--- config.mk ---
export PLATFORM = sky130hd
export DESIGN_NAME = modulo_receptor_varredura_display
export DESIGN_NICKNAME = d
export VERILOG_FILES = /design/src/rtl/modulo_receptor_varredura_display.sv
export SDC_FILE = /design/constraint.sdc
export NUM_CORES = 1
export LEC_CHECK = 0
export ABC_AREA = 1
export BUFFER_PORTS_ARGS = -buffer_cell sky130_fd_sc_hd__buf_2
export CAP_MARGIN = 10
export CORE_MARGIN = 3
export CORE_UTILIZATION = 48
export CTS_BUF_LIST = sky130_fd_sc_hd__clkbuf_4
export DETAILED_ROUTE_END_ITERATION = 7
export GPL_ROUTABILITY_DRIVEN = 0
export GPL_TIMING_DRIVEN = 0
export PLACE_DENSITY = 0.73
export SLEW_MARGIN = 0
export SYNTH_ARGS = -nofsm -noshare
export SYNTH_HDL_FRONTEND = slang
export SYNTH_SLANG_ARGS = --single-unit
export TNS_END_PERCENT = 20
--- constraint.sdc ---
create_clock -name clk -period 3 [get_ports clk]
set_clock_uncertainty 0.1 [all_clocks]
set_input_delay 0.9 -clock clk [delete_from_list [all_inputs] [get_ports clk]]
set_output_delay 0.9 -clock clk [all_outputs]
set_load 0.005 [all_outputs]
--- src/rtl/modulo_receptor_varredura_display.sv ---
// Receiver for the multiplexed 4-digit 7-segment scan bus: deglitch, decode, frame assembly.
// Define DISPLAY_RX_DP_EN to add dp_mask (per-digit DP bits of the last valid frame).
module modulo_receptor_varredura_display #(
  parameter int unsigned STABLE_CYCLES  = 3,
  parameter int unsigned TIMEOUT_CYCLES = 64
) (
  input  logic       clk,
  input  logic       reset,
  input  logic [7:0] Nseg,
  input  logic [3:0] Nanodo,
  output logic [6:0] garrafas,
  output logic [6:0] rolhas,
  output logic       frame_valid,
  output logic       frame_err,
  output logic       link_lost,
  output logic [3:0] digitos_mask
`ifdef DISPLAY_RX_DP_EN
  ,
  output logic [3:0] dp_mask
`endif
);

  localparam logic [3:0] StableMax  = 4'(STABLE_CYCLES);
  localparam logic [7:0] TimeoutMax = 8'(TIMEOUT_CYCLES);

  // Active-high view of the bus; seg[6] is segment A.
  logic [6:0] seg;
  logic [3:0] en;
  logic       legal;

  assign seg   = ~Nseg[7:1];
  assign en    = ~Nanodo;
  assign legal = (en != 4'd0) && ((en & (en - 4'd1)) == 4'd0);

  // Segment pattern to BCD
  logic [3:0] bcd;
  logic       bcd_ok;

  always_comb begin
    bcd    = 4'd0;
    bcd_ok = 1'b1;
    case (seg)
      7'h7E:   bcd = 4'd0;
      7'h30:   bcd = 4'd1;
      7'h6D:   bcd = 4'd2;
      7'h79:   bcd = 4'd3;
      7'h33:   bcd = 4'd4;
      7'h5B:   bcd = 4'd5;
      7'h5F:   bcd = 4'd6;
      7'h70:   bcd = 4'd7;
      7'h7F:   bcd = 4'd8;
      7'h7B:   bcd = 4'd9;
      default: bcd_ok = 1'b0;
    endcase
  end

  // Stability tracking
  logic [6:0] prev_seg_q;
  logic [3:0] prev_en_q;
  logic [3:0] stab_q, stab_d;
  logic       same;
  logic       commit;

  assign same = (en == prev_en_q) && (seg == prev_seg_q);

  always_comb begin
    stab_d = 4'd0;
    if (legal) begin
      if (!same) begin
        stab_d = 4'd1;
      end else if (stab_q < StableMax) begin
        stab_d = stab_q + 4'd1;
      end else begin
        stab_d = stab_q;
      end
    end
  end

  // One commit per dwell; a new digit arriving while already saturated (STABLE_CYCLES=1) commits.
  assign commit = legal && (stab_d == StableMax) && (!same || (stab_q != StableMax));

  // Frame and link state
  logic [3:0] dig_q [4];
  logic [3:0] mask_q, mask_d;
  logic       err_q, err_d;
  logic [7:0] to_q, to_d;
  logic       frame_done;
  logic       timeout_hit;

  assign frame_done = (mask_q == 4'hF);

  always_comb begin
    to_d = to_q;
    if (commit) begin
      to_d = 8'd0;
    end else if (to_q < TimeoutMax) begin
      to_d = to_q + 8'd1;
    end
  end

  assign timeout_hit = (to_d == TimeoutMax) && (to_q != TimeoutMax);

  // A commit in the completion/timeout cycle belongs to the next frame.
  always_comb begin
    mask_d = mask_q;
    err_d  = err_q;
    if (frame_done || timeout_hit) begin
      mask_d = 4'd0;
      err_d  = 1'b0;
    end
    if (commit) begin
      mask_d = mask_d | en;
      if (!bcd_ok) begin
        err_d = 1'b1;
      end
    end
  end

  function automatic logic [6:0] to_bin(input logic [3:0] tens, input logic [3:0] units);
    logic [6:0] t;
    t = {3'd0, tens};
    return (t << 3) + (t << 1) + {3'd0, units};
  endfunction

`ifdef DISPLAY_RX_DP_EN
  logic [3:0] dp_dig_q;
`else
  logic unused_dp;
  assign unused_dp = Nseg[0];
`endif

  always_ff @(posedge clk) begin
    if (reset) begin
      prev_seg_q   <= 7'd0;
      prev_en_q    <= 4'd0;
      stab_q       <= 4'd0;
      for (int i = 0; i < 4; i++) begin
        dig_q[i] <= 4'd0;
      end
      mask_q       <= 4'd0;
      err_q        <= 1'b0;
      to_q         <= 8'd0;
      garrafas     <= 7'd0;
      rolhas       <= 7'd0;
      frame_valid  <= 1'b0;
      frame_err    <= 1'b0;
      link_lost    <= 1'b0;
`ifdef DISPLAY_RX_DP_EN
      dp_dig_q     <= 4'd0;
      dp_mask      <= 4'd0;
`endif
    end else begin
      prev_seg_q  <= seg;
      prev_en_q   <= en;
      stab_q      <= stab_d;
      mask_q      <= mask_d;
      err_q       <= err_d;
      to_q        <= to_d;
      frame_valid <= frame_done && !err_q;
      frame_err   <= frame_done && err_q;

      for (int i = 0; i < 4; i++) begin
        if (commit && en[i]) begin
          if (bcd_ok) begin
            dig_q[i] <= bcd;
          end
`ifdef DISPLAY_RX_DP_EN
          dp_dig_q[i] <= ~Nseg[0];
`endif
        end
      end

      if (frame_done && !err_q) begin
        garrafas <= to_bin(dig_q[3], dig_q[2]);
        rolhas   <= to_bin(dig_q[1], dig_q[0]);
`ifdef DISPLAY_RX_DP_EN
        dp_mask  <= dp_dig_q;
`endif
      end

      if (commit) begin
        link_lost <= 1'b0;
      end else if (timeout_hit) begin
        link_lost <= 1'b1;
      end
    end
  end

  assign digitos_mask = mask_q;

endmodule

Yosys cells after proc, flatten, opt, wreduce, memory -nomap -nowiden

Memories as Yosys holds them, arrays and structs flattened.
Index checks and enable logic that the tools add are counted.

Register bits: 45
Memory bits (writable): 16
Output and inout bits: 21
Memories: 1

Memory list:

| memory | depth | width | read ports | clocked after memory_dff | write ports | line | source |
|---|---|---|---|---|---|---|---|
| dig_q  | 4     | 4     | 4          | 0                        | 4           | 83   | `logic [3:0] dig_q [4];` |

Add/subtract/negate cells: 7
Order comparisons: 2
Equality and inequality tests: 17
Multiplexer cells: 31
Bitwise gates (word level): 8
Reduce and logical (&&, ||, !) cells: 19

Operator list:

| cell                | count |
|---|---|
| $eq 7x7->1 const B  | 8 |
| $mux 4              | 9 |
| $pmux 4 s9          | 1 |
| $mux 1              | 19 |
| $mux 8              | 2 |
| $add 7x4->7         | 2 |
| $add 7x5->7         | 2 |
| $eq 7x6->1 const B  | 2 |
| $logic_and 1x1->1   | 11 |
| $reduce_or 10->1    | 1 |
| $add 8x1->8 const B | 1 |
| $eq 8x7->1 const B  | 1 |
| $lt 8x7->1 const B  | 1 |
| $ne 8x7->1 const B  | 1 |
| $eq 7x7->1          | 1 |
| $not 7->7           | 1 |
| $add 4x1->4 const B | 1 |
| $and 4x4->4         | 1 |
| $eq 4x2->1 const B  | 1 |
| $eq 4x4->1          | 1 |
| $eq 4x4->1 const B  | 1 |
| $logic_not 4->1     | 1 |
| $lt 4x2->1 const B  | 1 |
| $ne 4x2->1 const B  | 1 |
| other kinds (8)     | 13 |

Depth between registers and ports, before layout

Depth after elaboration: 16
Depth in mapped cells: 13

Worst setup path after synthesis

No wires, ideal clock.

Path type: in2reg
From: input Nseg[4]
To: memory dig_q[0][0] (enable)
Arrival: 2.147 ns
Required time: 2.565 ns
Setup slack: 0.418 ns
Cell stages on the path: 10
Buffers on the path: 1
Cell sequence: buf_2 -> xnor2_1 -> nor2_2 -> nand3_2 -> nor2_1 -> nor2_1 -> nand2_4 -> inv_6 -> nand2_2 -> o21ai_1

RTL lines:

| what        | line | source |
|---|---|---|
| from (decl) | 9    | `input logic [7:0] Nseg,` |
| to (decl)   | 83   |  |

==> results.cfg <==
[sta]
max-slew-margin-rel = 0.626
final-hold-violation-count = 0
worst_slew_pin_slew_ns = 0.559
setup_viol = 0
rsz0062_at_grt = no
fin_tns_setup_ns = 0
timing.final.max_slew_violations = 0
fin_crit_ns = 2.46
post-route-period-util = 0.819
fmax_mhz = 407
fin_ws_ns = 0.544

[pwr]
switching_share = 0.264
vdd.ir_drop.worst_mv = 0.326
p_seq_frac = 0.555
p_leak_nw = 1.70
power_frac_comb = 0.090
p_int_mw = 1.16
clock_power_share = 0.355
power.density_nw_per_um2 = 441
power.net_switching_mw = 0.415

[setup_path]
rr_startpoint = stab_q[0]
critical_path_class = primary input to flip-flop
r2r_cells = 13
critPathMaxFanout = 9
path_delay_family = simple AND/OR/NAND/NOR gates
rr_endpoint = dig_q[1][3]
end_kind = flip-flop
crit_arrival_ns = 2.44
required_ns = 2.99
r2r_slack_ns = 0.73
start_kind = primary input
path_buf_inv = 4
cp_slowest_cell = o21ai_1
max_stage_delay_ns = 0.32
worstPathCellList = buf_2 > inv_2 > nand2_1 > nand2_1 > nor2_1 > nand2_1 > inv_1 > nand3_2 > nor2_1 > nor2_1 > nand2_4 > inv_6 > nand2_2 > o21ai_1

[synthesis]
ys_seq_elements = 61
ys_seq_area_frac = 0.435
ys.flop_type = dfxtp_1
synth_edf_count = 16
synth.avg_cell_area_sq_um = 8.08
synthesis.area_sq_um = 3180
synth_cell_types = 33
synth_nets = 428
async_flop_share = 0
ys_warn_count = 0
netlist_instances = 393

[worst_hold_path]
hold_path.class = flip-flop to flip-flop
min_from = stab_q[2]
worstHoldPathCells = 2
worstHoldEndpoint = stab_q[2]

[placement]
place_hpwl_mm = 4.55
pre_cts_slack_ns = 0.101
io_buffers = 31

[final_layout]
nFillCells = 591
drive_above_1_share = 0.189
syn_to_final_growth_pct = 12.1
layout.nets = 470
antennaDiodeCount = 0

[clock_tree]
clk_pin_slew_ns = 0.10
clock_sink_count = 61
cts-root-buf = clkbuf_4
cts_setup_buffers = 0
h-tree-depth = 3
cts_tree = built
cts_hold_buf = 0
numCtsBuffers = 9
post_cts_resized = 0
cts_buffer_depth = 2
insertion_delay_ns = 0.42

[route]
viasPerCell = 4.89
routed_wl_mm = 5.95
drt-initial-drc-count = 142
final_antenna_net_count = 0
route.detailed.drc = 0
vias = 2528
drt_first_pass_iters = 5
wire_per_inst_um = 11.5

[die]
io_pins = 35
rows = 29
die_w_um = 87.3
core_area_sq_um = 6390
initial_core_util = 0.497
design.die.area_sq_um = 7630
die_h_um = 87.3

[global_routing]
antenna_found_initial = 0
grt_pass1_vias = 2527
grt_pass1_wl_mm = 10.9
grt_max_degree = 12
grt_overflow_total = 0
track_usage = 0.185

[run]
max_cap_viol_count = 0

[run_status]
status = finished, final reports clean
==> worst max path at each step <==
stage,from,to,slack [ns],cells after the start
floorplan,Nseg[4],dig_q[0][0],0.42,10
global placement,Nseg[3],dig_q[1][3],0.12,13
detailed placement,Nseg[3],dig_q[1][3],0.10,13
CTS,Nseg[3],dig_q[1][3],0.53,13
global route,Nseg[3],dig_q[1][1],0.34,13
finish,Nanodo[2],dig_q[1][3],0.54,14
==> cell families after synthesis <==
family	synth area share
buffers and inverters	0.0662
XOR/XNOR	0.0386
AO/OA/AOI/OAI	0.0686
adder cells (fa/ha/maj)	0.0922
flip-flops	0.435
AND/OR/NAND/NOR	0.299
==> worst min-delay path, delay by kind of cell (launching register included) <==
kind	cells	cell delay, ns
DFF	1	0.32
and+or+nand+nor	2	0.13
==> layout make-up <==
class	count	area, sq um	area share
inverters	46	178	0.0499
well taps	77	96.3	0.0271
clock buffers	9	67.6	0.0190
plain buffers	8	32.5	0.00914
clock inverters	7	66.3	0.0186
multi-input cells	278	1580	0.445
repair buffers	31	155	0.0436
flip-flops and latches	61	1380	0.388
==> state kept, by name, indices dropped and copies added, names as in the netlist <==
signal / cells
frame_valid: 1
prev_seg_q: 7
link_lost: 1
frame_err: 1
to_q: 8
dig_q: 16
err_q: 1
digitos_mask: 4
stab_q: 4
garrafas: 7
prev_en_q: 4
rolhas: 7
==> per-layer routing <==
metal / vias to the layer above / GRT usage / wire length (um)
met5: - / 0 / 0
met4: 0 / 0.0656 / 98
met3: 12 / 0.0672 / 302
met2: 44 / 0.308 / 2900
met1: 1124 / 0.219 / 2650
li1: 1348 / - / -
==> Yosys cell counts, types with 5 or more instances <==
cell type	count	area, sq um
nor2_1	87	327
nand2_1	69	259
dfxtp_1	45	901
inv_1	35	131
o21ai_0	18	90.1
ha_1	17	213
edfxtp_1	16	480
nand3_1	14	70.1
inv_2	10	37.5
xnor2_1	8	70.1
nand2_2	7	43.8
nand4_1	7	43.8
a21oi_1	6	30.0
clkbuf_1	6	22.5
xor2_1	6	52.6
nor2_2	5	31.3
nor3_1	5	25.0
==> cell usage in the layout, fill, tap and decap left out <==
master / count
xor2_1: 6
inv_1: 35
nand3_1: 14
clkinvlp_4: 2
a211oi_1: 1
clkinv_2: 1
clkbuf_1: 6
buf_2: 33
a31oi_1: 2
nand3_2: 1
nor2_1: 87
nor3b_1: 1
fa_1: 4
a21oi_1: 6
xnor2_1: 8
a21o_1: 2
clkinv_1: 2
edfxtp_1: 16
nor4_1: 1
inv_6: 1
nand2_1: 69
nor2_2: 5
clkinv_4: 1
nor3_1: 5
nor2_4: 1
nand4_4: 4
bufinv_16: 1
ha_1: 17
inv_2: 10
dfxtp_1: 45
nand2_2: 7
a21oi_2: 4
o21ai_1: 4
nand2_4: 1
clkbuf_4: 9
nor3_2: 2
o211ai_1: 1
nand4_1: 7
o21ai_0: 18
==> power groups by stage <==
stage / Clock, mW / Sequential, mW / Combinational (mW)
final: 0.558 / 0.872 / 0.141
after global routing: 0.615 / 0.875 / 0.164
after CTS: 0.574 / 0.872 / 0.143
after detailed placement: 0 / 0.890 / 0.141
after global placement: 0 / 0.889 / 0.137
after floorplan: 0 / 0.888 / 0.103
==> through the flow <==
step / utilization / instance area (sq um) / power (mW) / cells / hold WS [ns]
global placement: 0.537 / 3430 / 1.03 / 501 / 0.358
finish: 0.558 / 3560 / 1.57 / 517 / 0.384
floorplan: - / 3180 / 0.991 / 393 / 0.347
global route: 0.558 / 3560 / 1.65 / 517 / 0.413
detailed placement: 0.537 / 3430 / 1.03 / 501 / 0.369
CTS: 0.558 / 3560 / 1.59 / 517 / 0.384
No activity file was read; power rests on OpenSTA's default activity.
